### config.mk
export PLATFORM = sky130hd
export DESIGN_NAME = ex_muldiv_unit_flat
export DESIGN_NICKNAME = d
export VERILOG_FILES = /design/src/rtl/ex_muldiv_unit_if.sv /design/src/rtl/ex_muldiv_unit.sv /design/src/flat_wrapper.sv
export SDC_FILE = /design/constraint.sdc
export NUM_CORES = 1
export LEC_CHECK = 0
export ABC_AREA = 1
export CAP_MARGIN = 20
export CORE_ASPECT_RATIO = 1.25
export CORE_UTILIZATION = 50
export DETAILED_ROUTE_END_ITERATION = 10
export GPL_ROUTABILITY_DRIVEN = 0
export PLACE_DENSITY = 0.69
export SYNTH_ARGS = -nofsm -noshare
export SYNTH_HDL_FRONTEND = slang
export SYNTH_SLANG_ARGS = --single-unit
### constraint.sdc
create_clock -name clk -period 8.8 [get_ports clk]
set_input_delay 0.88 -clock clk [delete_from_list [all_inputs] [get_ports clk]]
set_output_delay 0.88 -clock clk [all_outputs]
set_load 0.03 [all_outputs]
### src/rtl/ex_muldiv_unit_if.sv
// rtl/ex_muldiv_unit_if.sv - issue/result handshake bundle between EX and the mul/div unit
interface ex_muldiv_unit_if #(
  parameter int XLEN  = 32,
  parameter int TAG_W = 5
) ();
  logic             in_valid;
  logic             in_ready;
  logic [2:0]       op;
  logic [XLEN-1:0]  a;
  logic [XLEN-1:0]  b;
  logic [TAG_W-1:0] tag;
  logic             kill;
  logic             out_valid;
  logic             out_ready;
  logic [XLEN-1:0]  result;
  logic [TAG_W-1:0] out_tag;
  logic             busy;

  modport slave (
    input  in_valid, op, a, b, tag, kill, out_ready,
    output in_ready, out_valid, result, out_tag, busy
  );

  modport master (
    output in_valid, op, a, b, tag, kill, out_ready,
    input  in_ready, out_valid, result, out_tag, busy
  );
endinterface

### src/rtl/ex_muldiv_unit.sv
// rtl/ex_muldiv_unit.sv - iterative RV32M multiply/divide unit for the execute stage
module ex_muldiv_unit #(
  parameter int XLEN     = 32,
  parameter int MUL_BITS = 1,
  parameter int TAG_W    = 5
) (
  input  logic               clk,
  input  logic               rst,
  ex_muldiv_unit_if.slave    io
);

  localparam int N_MUL = XLEN / MUL_BITS;
  localparam int N_DIV = XLEN;
  localparam int CNT_W = $clog2(XLEN) + 1;
  localparam logic [CNT_W-1:0] MUL_LAST = CNT_W'(N_MUL - 1);
  localparam logic [CNT_W-1:0] DIV_LAST = CNT_W'(N_DIV - 1);
  localparam logic [XLEN-1:0]  MOST_NEG = {1'b1, {(XLEN-1){1'b0}}};

  localparam logic [2:0] OP_MUL    = 3'b000;
  localparam logic [2:0] OP_MULH   = 3'b001;
  localparam logic [2:0] OP_MULHU  = 3'b011;
  localparam logic [2:0] OP_DIV    = 3'b100;
  localparam logic [2:0] OP_DIVU   = 3'b101;
  localparam logic [2:0] OP_REM    = 3'b110;
  localparam logic [2:0] OP_REMU   = 3'b111;

  typedef enum logic [1:0] {
    S_IDLE,
    S_CALC,
    S_DONE
  } state_e;

  state_e            state_q, state_d;
  logic [2:0]        op_q, op_d;
  logic [TAG_W-1:0]  tag_q, tag_d;
  logic [XLEN-1:0]   opnd_q, opnd_d;
  logic [2*XLEN-1:0] acc_q, acc_d;
  logic              neg_q, neg_d;
  logic [CNT_W-1:0]  cnt_q, cnt_d;
  logic [XLEN-1:0]   result_q, result_d;

  logic              is_div_in;
  logic              sgn_a_in, sgn_b_in;
  logic              neg_a_in, neg_b_in;
  logic [XLEN-1:0]   mag_a_in, mag_b_in;
  logic              div_zero_in, div_ovf_in;
  logic [XLEN-1:0]   special_res;

  always_comb begin
    is_div_in   = io.op[2];
    sgn_a_in    = !(io.op == OP_MULHU || io.op == OP_DIVU || io.op == OP_REMU);
    sgn_b_in    = (io.op == OP_MUL) || (io.op == OP_MULH) ||
                  (io.op == OP_DIV) || (io.op == OP_REM);
    neg_a_in    = sgn_a_in && io.a[XLEN-1];
    neg_b_in    = sgn_b_in && io.b[XLEN-1];
    mag_a_in    = neg_a_in ? -io.a : io.a;
    mag_b_in    = neg_b_in ? -io.b : io.b;
    div_zero_in = is_div_in && (io.b == '0);
    div_ovf_in  = ((io.op == OP_DIV) || (io.op == OP_REM)) &&
                  (io.a == MOST_NEG) && (io.b == '1);
    // op[1] separates REM/REMU from DIV/DIVU
    if (io.op[1]) special_res = div_zero_in ? io.a : '0;
    else          special_res = div_zero_in ? '1 : io.a;
  end

  // acc_q holds {high partial product, unconsumed multiplier} or {remainder, dividend/quotient}
  logic [XLEN+MUL_BITS-1:0] pp;
  logic [XLEN+MUL_BITS-1:0] mul_sum;
  logic [2*XLEN-1:0]        mul_step;
  logic [XLEN:0]            div_diff;
  logic [2*XLEN-1:0]        div_step;
  logic [2*XLEN-1:0]        step;
  logic [2*XLEN-1:0]        mul_full;
  logic [XLEN-1:0]          div_sel;
  logic [XLEN-1:0]          fin;
  logic [CNT_W-1:0]         last;

  always_comb begin
    pp = '0;
    for (int i = 0; i < MUL_BITS; i++) begin
      if (acc_q[i]) pp = pp + ({{MUL_BITS{1'b0}}, opnd_q} << i);
    end
    mul_sum  = {{MUL_BITS{1'b0}}, acc_q[2*XLEN-1:XLEN]} + pp;
    mul_step = {mul_sum, acc_q[XLEN-1:MUL_BITS]};

    div_diff = acc_q[2*XLEN-1:XLEN-1] - {1'b0, opnd_q};
    if (div_diff[XLEN]) div_step = {acc_q[2*XLEN-2:0], 1'b0};
    else                div_step = {div_diff[XLEN-1:0], acc_q[XLEN-2:0], 1'b1};

    step     = op_q[2] ? div_step : mul_step;
    mul_full = neg_q ? -step : step;
    div_sel  = op_q[1] ? step[2*XLEN-1:XLEN] : step[XLEN-1:0];
    if (op_q[2])              fin = neg_q ? -div_sel : div_sel;
    else if (op_q == OP_MUL)  fin = mul_full[XLEN-1:0];
    else                      fin = mul_full[2*XLEN-1:XLEN];

    last = op_q[2] ? DIV_LAST : MUL_LAST;
  end

  always_comb begin
    state_d  = state_q;
    op_d     = op_q;
    tag_d    = tag_q;
    opnd_d   = opnd_q;
    acc_d    = acc_q;
    neg_d    = neg_q;
    cnt_d    = cnt_q;
    result_d = result_q;

    case (state_q)
      S_IDLE: begin
        if (io.in_valid && !io.kill) begin
          op_d   = io.op;
          tag_d  = io.tag;
          cnt_d  = '0;
          neg_d  = (io.op == OP_REM) ? neg_a_in : (neg_a_in ^ neg_b_in);
          opnd_d = is_div_in ? mag_b_in : mag_a_in;
          acc_d  = {{XLEN{1'b0}}, (is_div_in ? mag_a_in : mag_b_in)};
          if (div_zero_in || div_ovf_in) begin
            result_d = special_res;
            state_d  = S_DONE;
          end else begin
            state_d  = S_CALC;
          end
        end
      end
      S_CALC: begin
        acc_d = step;
        cnt_d = cnt_q + CNT_W'(1);
        if (cnt_q == last) begin
          result_d = fin;
          state_d  = S_DONE;
        end
      end
      S_DONE: begin
        if (io.out_ready) state_d = S_IDLE;
      end
      default: state_d = S_IDLE;
    endcase

    // a flush beats both a pending accept and a consuming out_ready
    if (io.kill) state_d = S_IDLE;
  end

  always_ff @(posedge clk or posedge rst) begin
    if (rst) begin
      state_q  <= S_IDLE;
      op_q     <= '0;
      tag_q    <= '0;
      opnd_q   <= '0;
      acc_q    <= '0;
      neg_q    <= 1'b0;
      cnt_q    <= '0;
      result_q <= '0;
    end else begin
      state_q  <= state_d;
      op_q     <= op_d;
      tag_q    <= tag_d;
      opnd_q   <= opnd_d;
      acc_q    <= acc_d;
      neg_q    <= neg_d;
      cnt_q    <= cnt_d;
      result_q <= result_d;
    end
  end

  assign io.in_ready  = (state_q == S_IDLE);
  assign io.busy      = (state_q != S_IDLE);
  assign io.out_valid = (state_q == S_DONE);
  assign io.result    = result_q;
  assign io.out_tag   = tag_q;

endmodule

### src/flat_wrapper.sv
// flat-port wrapper written by rule: the top's interface ports become plain ports
module ex_muldiv_unit_flat 
#(
  parameter int XLEN     = 32,
  parameter int MUL_BITS = 1,
  parameter int TAG_W    = 5
)
  (clk, rst, io_in_valid, io_op, io_a, io_b, io_tag, io_kill, io_out_ready, io_in_ready, io_out_valid, io_result, io_out_tag, io_busy);
  ex_muldiv_unit_if #(.XLEN(XLEN), .TAG_W(TAG_W)) io_i ();
  input  logic clk;
  input  logic rst;
  input wire logic [$bits(io_i.in_valid)-1:0] io_in_valid;
  input wire logic [$bits(io_i.op)-1:0] io_op;
  input wire logic [$bits(io_i.a)-1:0] io_a;
  input wire logic [$bits(io_i.b)-1:0] io_b;
  input wire logic [$bits(io_i.tag)-1:0] io_tag;
  input wire logic [$bits(io_i.kill)-1:0] io_kill;
  input wire logic [$bits(io_i.out_ready)-1:0] io_out_ready;
  output wire logic [$bits(io_i.in_ready)-1:0] io_in_ready;
  output wire logic [$bits(io_i.out_valid)-1:0] io_out_valid;
  output wire logic [$bits(io_i.result)-1:0] io_result;
  output wire logic [$bits(io_i.out_tag)-1:0] io_out_tag;
  output wire logic [$bits(io_i.busy)-1:0] io_busy;
  assign io_i.in_valid = io_in_valid;
  assign io_i.op = io_op;
  assign io_i.a = io_a;
  assign io_i.b = io_b;
  assign io_i.tag = io_tag;
  assign io_i.kill = io_kill;
  assign io_i.out_ready = io_out_ready;
  assign io_in_ready = io_i.in_ready;
  assign io_out_valid = io_i.out_valid;
  assign io_result = io_i.result;
  assign io_out_tag = io_i.out_tag;
  assign io_busy = io_i.busy;
  ex_muldiv_unit #(.XLEN(XLEN), .MUL_BITS(MUL_BITS), .TAG_W(TAG_W)) u_core (.clk(clk), .rst(rst), .io(io_i));
endmodule
==> results <==
- The chip width is 175.3 um.
- During synthesis, Yosys emitted a total of 0 warnings.
- The routed layout has 23,436 vias.
- Setup violations remaining at the end of the flow were counted as 0.
- The worst hold path depth is 2.
- Once detail routing completed, the nets flagged for antenna violations numbered 0.
- The highest cell delay on the worst timing path is 0.49 ns.
- The most numerous cell in the Yosys netlist is nand2_1.
- For the final routed database, the setup TNS stands at 0 ns.
- The highest achievable clock rate is 191.6 MHz.
- The slowest stage of the critical path is the fa_1 cell.
- The number of resized instances in the post-cts repair step is 0.
- In this run the vertical extent of the chip is 218.6 um.
- The clock tree synthesis step divided the H-tree into 4 levels.
- The remaining global-route overflow is 0.
- The number of CTS-inserted buffers is 17.
- The sequential cells in the finished layout cover a total of 3633 um^2.
- The latest clock arrival within the worst-skew pair is 0.47 ns.
- Along the worst path, the maximum fanout reaches 8.
- The total iterations of the first detailed-routing run is 7.
- The remaining routing DRC violations is 0.
- The flow ran to the end, and the final reports show no timing, DRC or antenna violations.
- Dividing the detail-routed wire length by the instance count gives 23.07 um.
- The effective utilization at floorplan is 51.27%.
- After detailed placement, the design holds a cell count of 3,764.
- During I/O placement, the number of pins put on the boundary was 117.
- STA classifies the critical path startpoint as a flip-flop.
- The synthesized area per cell is 5.749 um^2.
- The placeable core region is 36,600 um^2.
- The clock transition at the registers of the reported paths is 0.08 ns.
- Together, buffers and inverters on the worst path number 3.
- The post-synthesis sequential area ratio is 19.34%.
- The setup skew after layout is 0.01589 ns.
- The floorplan row count is 78.
- The instance count of the mapped netlist is 3,264.
- The total number of nets in the final design is 3,454.
- After the flow finishes, the layout carries non-filler instances totaling 3,798.
- The number of different library cells in the post-synthesis netlist is 61.
- Data on the critical path is required at its endpoint by 9.16 ns.
- The path type of the worst min-delay path is reg -> reg.
- The dominant cell type by area after synthesis is nand2_1.
- The number of synthesized register bits is 145.
- From synthesis to final layout, the design area changed by 10.88%.
- Clock tree synthesis found a total of 145 sinks.
- The portion of the clock cycle consumed by the worst path in the final layout is 59.31%.
- The number of antenna violations at the first check in global routing is 0.
- The relative max-transition margin is 21.14%.
- The tool flagged a number of max-cap violations equal to 0.
- The deepest clock path buffer count is 2.
- The via count of the first global-routing pass was 22,033.
- Of the post-synthesis cell area, the dominant cell type holds 20.06%.
- The count of endpoints failing hold in the final timing report is 0.
- Counting I/O delays and the setup requirement, the final critical path takes 5.219 ns.
- For this run, the leading register cell type out of synthesis is dfrtp_1.
- The most numerous cell type found on the critical path is nand2_1.
- In this run, synthesis inferred 0 flip-flops with an integrated enable.
- The count of inserted antenna diode cells is 0.
- The HPWL after detailed placement is 66,630 um.
- In the final layout, the share of cells above drive strength 1 is 5.907%.
- The net count of the mapped netlist is 3,413.
- The TritonCTS clock tree is built.
- The number of setup buffers added after CTS is 0.
- Entering global routing, the biggest net connects 86 pins.
- Summed over all layers, the routed wires come to 87,600 um.
- The path type of the worst setup path is reg -> reg.
- After the first detailed-routing iteration, the DRC count stood at 3,420.
- The worst setup path is captured at a flip-flop.
- The commonest cells after synthesis are nand2_1, inv_1, nor2_1.
- The endpoint arrival time on the critical path is 5.58 ns.
- After synthesis the cells add up to 18,760 um^2.
- The combined area of the multi-input logic cells is 12,890 um^2.
- The clock root buffer master is clkbuf_16.
- The count of filler cells inserted in the layout is 3,765.
- At the pin with the least slew margin, the transition time is 1.170 ns.
- In the synthesized netlist the async set-or-reset flop fraction comes to 100.0%.
- The hold buffer count at CTS is 0.
- The post-route core utilization is 56.85%.
- Across every metal layer, demand over resource in global routing totals 45.93%.
- The final number of max-transition violations was 0.
- The area of the die is 38,310 um^2.
- The count of buffers added on input and output ports is 116.
- By area the synthesized netlist is led by nand2_1, dfrtp_1, inv_1, nand3_1, nor2_1.
- The first global-routing pass estimated 131,300 um of wire.
- The cell family with the largest share of critical-path delay is simple AND/OR/NAND/NOR gates.
- Setup repair after global routing left no endpoint under its margin.
- Measured in cells, the most critical reg-to-reg path has a length of 33.
- In the routed layout, each cell is associated on average with a via count of 6.171.
- The critical path crosses 33 cells after its start point.
-- metal layers --
metal | vias up | routed length (um) | global-route usage [%] | part of all wire (%)
met5 | - | 38 | 0.3906 | 0.043
met4 | 2 | 8625 | 38.55 | 9.8
met3 | 503 | 10890 | 15.41 | 12
met2 | 1659 | 37630 | 71.61 | 43
met1 | 10617 | 30420 | 50.45 | 35
li1 | 10655 | - | - | -
-- registers in the layout, indices dropped and copies added, names as in the netlist --
signal,cells
u_core.opnd_q,32
u_core.cnt_q,6
u_core.neg_q,1
u_core.state_q,2
u_core.io.result,32
u_core.op_q,3
u_core.acc_q,64
u_core.io.out_tag,5
-- worst register-to-register path, delay by kind of cell (launching register included) --
| family | cells | cell delay [ns] |
|---|---|---|
| adders and majority gates | 3 | 0.89 |
| AOI/OAI and AO/OA | 2 | 0.32 |
| and+or+nand+nor | 24 | 3.05 |
| xor gates and xnor gates | 1 | 0.16 |
| buffers and inverters | 3 | 0.31 |
| DFF | 1 | 0.43 |
-- kinds of logic (layout without fill, tap and decap cells) --
family                     after synthesis  in the layout  share of synthesized area, %
and+or+nand+nor                       1834           1834                         42.47
AOI/OAI and AO/OA                      536            536                         16.44
xor gates and xnor gates                97             97                         4.528
DFF                                    145            145                         19.34
buffers and inverters                  575            629                         12.08
adders and majority gates               77             77                         5.148
-- layout make-up --
type                    count  area share, %
repair buffers            142          6.519
flip-flops and latches    145          17.46
inverters                 455          8.233
clock inverters            15         0.8720
multi-input cells        2544          61.98
well taps                 480          2.887
clock buffers              17          2.045
-- final timing paths --
kind / start / slack (ns) / to
max: u_core.opnd_q[0]$_DFFE_PP0P_ / 3.58 / u_core.io.result[14]$_DFFE_PP0P_
min: u_core.io.out_tag[0]$_DFFE_PP0P_ / 0.48 / u_core.io.out_tag[0]$_DFFE_PP0P_
max reg2reg: u_core.opnd_q[0]$_DFFE_PP0P_ / 3.58 / u_core.io.result[14]$_DFFE_PP0P_
min reg2reg: u_core.io.out_tag[0]$_DFFE_PP0P_ / 0.48 / u_core.io.out_tag[0]$_DFFE_PP0P_
max in group asynchronous: rst / 6.31 / u_core.neg_q$_DFFE_PP0P_
min in group asynchronous: rst / 0.93 / u_core.state_q[0]$_DFFE_PP0P_
-- metrics by stage --
| stage | cell area, um^2 | setup slack [ns] | hold WS, ns |
|---|---|---|---|
| after CTS | 20790 | 3.780 | 0.4862 |
| after global placement | 20180 | 3.896 | 0.4636 |
| after global routing | 20810 | 3.219 | 0.5065 |
| final | 20810 | 3.581 | 0.4823 |
| after floorplan | 18760 | 4.025 | 0.4543 |
| after detailed placement | 20180 | 3.779 | 0.4684 |
-- cells in the final DEF (no fill, tap or decap), types with 6 or more instances in the layout --
cell and n:
nor3_1 35, nand2_2 54, nor2_2 18, nand2_4 8, nor2_1 317, dfrtp_1 143, nand4_1 46, o21bai_1 10
a21oi_1 148, o21ai_1 18, xor2_1 78, nand3_1 278, o221ai_1 25, clkbuf_16 17, a22oi_1 8, clkdlybuf4s50_1 116
o211ai_1 6, buf_4 26, xnor2_1 19, o31ai_1 7, nand2_1 1003, a31oi_1 31, nand3_2 11, o21ai_0 207
o22ai_1 42, inv_2 14, nor4_1 7, or2_2 10, o21a_1 6, ha_1 70, nand3b_1 30, inv_1 437
Power is not shown: default switching activity piles up to over one toggle a cycle in this logic, so the estimate is an artifact.
